==> src/rtl/uart_pkg.sv <==
// Shared types and tick constants for the UART receiver.
package uart_pkg;

    typedef enum logic [2:0] {
        IDLE   = 3'd0,
        START  = 3'd1,
        DATA   = 3'd2,
        PARITY = 3'd3,
        STOP   = 3'd4
    } rx_state_t;

    localparam logic [3:0] MID_TICK  = 4'd7;
    localparam logic [3:0] LAST_TICK = 4'd15;

endpackage

==> src/rtl/sync_edge.sv <==
// N-stage synchroniser (STAGES >= 2) preset to RESET_VAL, with an optional registered rising-edge pulse.
module sync_edge #(
    parameter int   STAGES    = 2,
    parameter bit   EDGE_EN   = 1'b1,
    parameter logic RESET_VAL = 1'b1
) (
    input  logic Sys_clk,
    input  logic reset,
    input  logic d_i,
    output logic q_o,
    output logic rise_o
);

    logic [STAGES-1:0] sync_q;

    always_ff @(posedge Sys_clk or negedge reset) begin
        if (!reset) begin
            sync_q <= {STAGES{RESET_VAL}};
        end else begin
            sync_q <= {sync_q[STAGES-2:0], d_i};
        end
    end

    assign q_o = sync_q[STAGES-1];

    generate
        if (EDGE_EN) begin : g_edge
            logic prev_q;
            logic rise_q;
            // Previous value is preset like the chain so reset never fakes an edge.
            always_ff @(posedge Sys_clk or negedge reset) begin
                if (!reset) begin
                    prev_q <= RESET_VAL;
                    rise_q <= 1'b0;
                end else begin
                    prev_q <= sync_q[STAGES-1];
                    rise_q <= sync_q[STAGES-1] & ~prev_q;
                end
            end
            assign rise_o = rise_q;
        end else begin : g_no_edge
            assign rise_o = 1'b0;
        end
    endgenerate

endmodule

==> src/rtl/uart_rx.sv <==
// 8N1 UART receiver clocked by Sys_clk and stepped by ticks derived from clk16.
// Define UART_RX_PARITY_EN to receive 8E1 frames and report parity errors.
module uart_rx
    import uart_pkg::*;
#(
    parameter int DATA_W      = 8,
    parameter int OVERSAMPLE  = 16,
    parameter int SYNC_STAGES = 2
) (
    input  logic              Sys_clk,
    input  logic              reset,
    input  logic              clk16,
    input  logic              rx,
    input  logic              rx_ack,
    output logic [DATA_W-1:0] rx_data,
    output logic              rx_valid,
    output logic              rx_frame_err,
    output logic              rx_par_err,
    output logic              rx_overrun,
    output logic              rx_busy,
    output rx_state_t         rx_state_o
);

    localparam logic [3:0] LAST_T = 4'(OVERSAMPLE - 1);
    localparam logic [2:0] LAST_BIT = 3'(DATA_W - 1);

    logic tick, rx_s, clk16_s_unused, rx_rise_unused;

    sync_edge #(.STAGES(SYNC_STAGES), .EDGE_EN(1'b1), .RESET_VAL(1'b1)) u_clk16_sync (
        .Sys_clk (Sys_clk),
        .reset   (reset),
        .d_i     (clk16),
        .q_o     (clk16_s_unused),
        .rise_o  (tick)
    );

    sync_edge #(.STAGES(SYNC_STAGES), .EDGE_EN(1'b0), .RESET_VAL(1'b1)) u_rx_sync (
        .Sys_clk (Sys_clk),
        .reset   (reset),
        .d_i     (rx),
        .q_o     (rx_s),
        .rise_o  (rx_rise_unused)
    );

    rx_state_t         state_q, state_d;
    logic [3:0]        cnt_q, cnt_d;
    logic [2:0]        bitn_q, bitn_d;
    logic [DATA_W-1:0] shreg_q, shreg_d;
    logic              done;
`ifdef UART_RX_PARITY_EN
    logic              par_q, par_d;
`endif

    always_ff @(posedge Sys_clk or negedge reset) begin
        if (!reset) begin
            state_q <= IDLE;
            cnt_q   <= '0;
            bitn_q  <= '0;
            shreg_q <= '0;
`ifdef UART_RX_PARITY_EN
            par_q   <= 1'b0;
`endif
        end else begin
            state_q <= state_d;
            cnt_q   <= cnt_d;
            bitn_q  <= bitn_d;
            shreg_q <= shreg_d;
`ifdef UART_RX_PARITY_EN
            par_q   <= par_d;
`endif
        end
    end

    always_comb begin
        state_d = state_q;
        cnt_d   = cnt_q;
        bitn_d  = bitn_q;
        shreg_d = shreg_q;
        done    = 1'b0;
`ifdef UART_RX_PARITY_EN
        par_d   = par_q;
`endif
        if (tick) begin
            case (state_q)
                IDLE: begin
                    if (!rx_s) begin
                        cnt_d   = '0;
                        state_d = START;
                    end
                end
                START: begin
                    cnt_d = cnt_q + 4'd1;
                    if (cnt_q == MID_TICK) begin
                        if (rx_s) begin
                            state_d = IDLE;
                        end else begin
                            cnt_d   = '0;
                            bitn_d  = '0;
                            state_d = DATA;
                        end
                    end
                end
                DATA: begin
                    cnt_d = cnt_q + 4'd1;
                    if (cnt_q == LAST_T) begin
                        shreg_d = {rx_s, shreg_q[DATA_W-1:1]};
                        if (bitn_q == LAST_BIT) begin
`ifdef UART_RX_PARITY_EN
                            state_d = PARITY;
`else
                            state_d = STOP;
`endif
                        end else begin
                            bitn_d = bitn_q + 3'd1;
                        end
                    end
                end
`ifdef UART_RX_PARITY_EN
                PARITY: begin
                    cnt_d = cnt_q + 4'd1;
                    if (cnt_q == LAST_T) begin
                        par_d   = rx_s;
                        state_d = STOP;
                    end
                end
`endif
                STOP: begin
                    cnt_d = cnt_q + 4'd1;
                    if (cnt_q == LAST_T) begin
                        done    = 1'b1;
                        state_d = IDLE;
                    end
                end
                default: state_d = IDLE;
            endcase
        end
    end

    // Handshake: rx_valid is a level held until rx_ack (one-cycle pulse) clears it on the
    // next edge; a completing frame always wins over a same-cycle ack, and overruns only
    // when it lands on an unacknowledged byte.
    logic [DATA_W-1:0] data_q;
    logic              valid_q, ferr_q, ovr_q;

    always_ff @(posedge Sys_clk or negedge reset) begin
        if (!reset) begin
            data_q  <= '0;
            valid_q <= 1'b0;
            ferr_q  <= 1'b0;
            ovr_q   <= 1'b0;
        end else begin
            if (done) begin
                data_q  <= shreg_q;
                ferr_q  <= ~rx_s;
                valid_q <= 1'b1;
            end else if (rx_ack) begin
                valid_q <= 1'b0;
            end
            ovr_q <= (ovr_q | (done & valid_q)) & ~rx_ack;
        end
    end

`ifdef UART_RX_PARITY_EN
    logic perr_q;
    always_ff @(posedge Sys_clk or negedge reset) begin
        if (!reset) begin
            perr_q <= 1'b0;
        end else if (done) begin
            perr_q <= (^shreg_q) ^ par_q;
        end
    end
    assign rx_par_err = perr_q;
`else
    assign rx_par_err = 1'b0;
`endif

    assign rx_data      = data_q;
    assign rx_valid     = valid_q;
    assign rx_frame_err = ferr_q;
    assign rx_overrun   = ovr_q;
    assign rx_busy      = (state_q != IDLE);
    assign rx_state_o   = state_q;

endmodule

==> config.mk <==
export PLATFORM = sky130hd
export DESIGN_NAME = uart_rx
export DESIGN_NICKNAME = d
export VERILOG_FILES = /design/src/rtl/uart_pkg.sv /design/src/rtl/sync_edge.sv /design/src/rtl/uart_rx.sv
export SDC_FILE = /design/constraint.sdc
export NUM_CORES = 1
export LEC_CHECK = 0
export CAP_MARGIN = 20
export CORE_MARGIN = 5
export CORE_UTILIZATION = 44
export CTS_CLUSTER_DIAMETER = 50
export CTS_CLUSTER_SIZE = 12
export DETAILED_ROUTE_END_ITERATION = 16
export PLACE_DENSITY = 0.66
export SYNTH_ARGS = -nofsm -noshare
export SYNTH_HDL_FRONTEND = slang
export SYNTH_SLANG_ARGS = --single-unit
==> constraint.sdc <==
create_clock -name Sys_clk -period 2.2 [get_ports Sys_clk]
set_input_delay 0.33 -clock Sys_clk [delete_from_list [all_inputs] [get_ports Sys_clk]]
set_output_delay 0.33 -clock Sys_clk [all_outputs]
set_load 0.005 [all_outputs]
==> results.md, run 1 <==
- Entering global routing, the biggest net connects 36 pins.
- The synthesized netlist occupies a cell area of about 1600 sq um.
- Of all nets on the critical path, the largest fanout is 12.
- The number of max-slew violations in the final report is 0.
- After the last flow step, the layout net total stands at about 150.
- The maximum vdd drop is between 0.7 and 0.8 mV.
- Dividing the detail-routed via count by the number of cells gives just over 5.
- The power consumption is between 1.5 and 2 mW.
- The initial antenna violation count is 0.
- Routability-driven placement finished with a final weighted congestion of about 0.86.
- The dominant synthesized flop cell is dfrtp_1.
- Buffers added to address setup during post-CTS repair amount to 0.
- The arrival time at the worst endpoint is approximately 1700 ps.
- Detailed placement finished with a half-perimeter wire length of about 2000 um.
- The number of design rule violations left after detail routing is 0.
- In this design, the largest share of critical-path delay is due to buffers and inverters.
- The achievable clock frequency is between 400 and 500 MHz.
- Dividing the detail-routed wire length by the instance count gives 14.5 um.
- Traced cell by cell, the critical path runs through nor3_1 > inv_1 > clkdlybuf4s50_1.
- The max-cap violation count is 0.
- In this run, synthesis inferred 0 flip-flops with an integrated enable.
- The total detailed-routing wirelength is roughly 2800 um.
- STA classifies the critical path endpoint as an output port.
- The slowest stage of the critical path belongs to the cell dfrtp_1.
- The final worst-path setup slack is ~160 ps.
- The met1 capacity usage during global routing is about 15%.
- The depth of the worst register-to-register path is 3.
- After technology mapping, the gate count stands at between 100 and 150.
- Buffers inserted to repair hold after CTS numbered 0.
- The post-CTS resize count is 0.
- The cell chosen for the clock root is clkbuf_4.
- The effective utilization at floorplan is between 40 and 50%.
- Setup repair after global routing left no endpoint under its margin.
- The post-route clock period utilization is around 93%.
- For this block, the initial DRC count from the detailed router was 93.
- The total via count in the routed design is approximately 1,000.
- The clock period could shrink to between 2000 and 2500 ps.
- The summed negative setup slack over all endpoints is 0 ps.
- The met2 track demand over resource in global routing is a little over a fifth.
- The count of warnings emitted by yosys is 0.
- The sequential cell area in the final layout is about 880 sq um.
- The worst register-to-register path begins at rx_state_o[1].
- In this run the most used layer during global routing was met2.
- The clock passes through at most 2 buffers.
- The filler cells instantiated in the layout total roughly 280.
- The first global-routing pass estimated approximately 5000 um of wire.
- The met3 usage in global routing is approximately 3.5%.
- On the worst path, the slowest cell contributes a delay of around 530 ps.
- The capturing point of the worst reg2reg path is shreg_q[3].
- The number of primary I/O pins is 21.
- The sequential share of the synthesized area is between 50 and 60%.
- Clock tree synthesis found a total of 35 sinks.
- The run finished with clean final reports.
- The number of buffers and inverters on the critical path is 2.
- The net count after synthesis is 130.
- The synthesized area per cell is roughly 13 sq um.
- The setup slack at placement is between 300 and 400 ps.
- Setup violations remaining at the end of the flow were counted as 0.
- The number of global-route vias before repair is about 1.1k.
- Counting flops with an async set or reset pin after synthesis yields a share of between 90% and 100%.
- The count of cell types in the netlist is 40.
- After synthesis the netlist holds a flip-flop and latch count of 35.
- The total power density per cell area is between 800 and 900 nW/um^2.
- From bottom edge to top edge, the die measures approximately 70 um.
- The critical path is of the register to output port type.
- The full die area is just under 5000 sq um.
- Counting instances, the worst hold path has a depth of 0.
- The leakage component of the power is ~0.87 nW.
- Once detail routing completed, the nets flagged for antenna violations numbered 0.
- The post-route netlist has 26.7% of its cells at a drive strength greater than 1.
- Buffers inserted during clock tree synthesis total 5.
- The region available for standard cell placement spans 3390 sq um.
- Buffers placed on the I/O ports in this run total 19.
- The kind of start point of the critical path is a register.
- Global routing used 12.9% of the available tracks across all layers.
- The remaining global-route overflow is 0.
- After clock tree synthesis, the clock-pin slew on the worst setup and hold paths is roughly 110 ps.
- The path with the worst hold slack has its endpoint at u_rx_sync.sync_q[1].
- The relative area change from synthesis to final layout is 20.8%.
- The number of iterations in the first detailed-routing pass is 4.
- The antenna cell count is 0.
- The worst setup slack for register-to-register paths is slightly below 300 ps.
- The count of final hold-check violations is 0.
- The worst hold path startpoint is u_rx_sync.sync_q[0].
- The data required time of the worst path is between 1500 and 2000 ps.
- The die width is slightly below 70 um.
- The number of H-tree levels is 2.
- The combined area of the multi-input logic cells is 602 sq um.
- The insertion delay to the later sink of the worst-skew pair is between 300 and 400 ps.
- Across the routed clock network, the largest skew measured is around 15 ps.
- After floorplanning, the core was divided into 21 placement rows.
- In this run the worst hold path is classified as register to register.
- TritonCTS built the clock tree.
==> cell families after synthesis <==
kind of cell               synth area share, %
AOI/OAI and AO/OA                         9.64
xor gates and xnor gates                 0.562
adders and majority gates                 3.13
buffers and inverters                     4.74
DFF                                       56.6
muxes                                     13.8
other                                    0.241
and+or+nand+nor                           11.2
==> layout make-up <==
| class | count | area share [%] |
|---|---|---|
| Timing Repair Buffer | 21 | 10.9 |
| Clock inverter | 2 | 3.19 |
| Sequential cell | 35 | 46.9 |
| Multi-Input combinational cell | 73 | 32.0 |
| Tap cell | 46 | 3.06 |
| Inverter | 9 | 1.80 |
| Clock buffer | 6 | 2.19 |
==> state kept, by name, indices dropped and copies added, names as in the netlist <==
name	cells
u_rx_sync.sync_q	2
u_clk16_sync.g_edge.prev_q	1
u_clk16_sync.sync_q	2
cnt_q	4
rx_frame_err	1
u_clk16_sync.rise_o	1
rx_valid	1
rx_data	8
bitn_q	3
rx_state_o	3
shreg_q	8
rx_overrun	1
==> cell usage after synthesis (all sizes together) (2+ instances only) <==
cell type  number  area share (%)
mux2           17              13
a211o           2             1.2
inv             9             2.2
or3b            2             1.4
dfrtp          30              48
nand2           8             1.9
o22ai           2            0.80
nand3           2            0.64
o21ai           4             1.3
o32ai           2             1.6
nor2            6             1.4
buf             5             2.6
nor3b           3             1.4
nor3            3             1.7
nand2b          2            0.80
dfstp           5             8.4
ha              3             2.4
mux2i           2             1.3
==> through the flow <==
stage	hold WS (ps)	std cells	utilization [%]	cell area, sq um
final	360	192	55.5	1880
after global routing	369	192	55.5	1880
after CTS	362	192	55.5	1880
after detailed placement	347	184	52.5	1780
after global placement	346	184	52.5	1780
after floorplan	34.4	122	-	1560
==> cell usage in the layout (no fill, tap or decap), types with 2 or more instances in the layout <==
| master | count |
|---|---|
| o21ai_0 | 2 |
| nand3_1 | 2 |
| ha_1 | 3 |
| mux2i_1 | 2 |
| mux2_2 | 16 |
| dfrtp_1 | 30 |
| o21ai_1 | 2 |
| nand2b_1 | 2 |
| bufinv_16 | 2 |
| buf_4 | 2 |
| o22ai_1 | 2 |
| inv_1 | 9 |
| nor3_1 | 2 |
| nor2_1 | 6 |
| or3b_4 | 2 |
| nor3b_1 | 3 |
| clkbuf_4 | 5 |
| dfstp_2 | 5 |
| clkdlybuf4s50_1 | 19 |
| nand2_1 | 8 |
==> worst max-delay path by stage <==
stage	slack [ps]	cells after the start	startpoint	to
finish	160	3	rx_state_o[1]	rx_busy
floorplan	410	5	rx_state_o[0]	bitn_q[0]
CTS	150	3	rx_state_o[1]	rx_busy
global placement	370	4	rx_state_o[1]	bitn_q[0]
detailed placement	320	4	rx_state_o[1]	bitn_q[0]
global route	40	3	rx_state_o[1]	rx_busy
==> layer usage <==
layer	part of all wire (%)	routed length, um
met5	0	0
met4	1.6	44
met3	4.8	135
met2	51	1430
met1	42	1180
==> worst register-to-register path, delay by kind of cell (launching register included) <==
kind             cells  cell delay, ps
flip-flops           1             580
AND/OR/NAND/NOR      2             810
multiplexers         1             400
==> where the power goes <==
part	leakage (nW)	switching, mW	internal (mW)
logic	0.354	0.106	0.113
clock network	0.0525	0.210	0.355
registers	0.463	0.0630	0.689
No activity file was read; power rests on OpenSTA's default activity.
==> inputs of run 2 (changes only) <==
- HOLD_SLACK_MARGIN: default -> 0.05
==> results of run 2 <==
Final layout, timing and power as in run 1 (identical DEF).
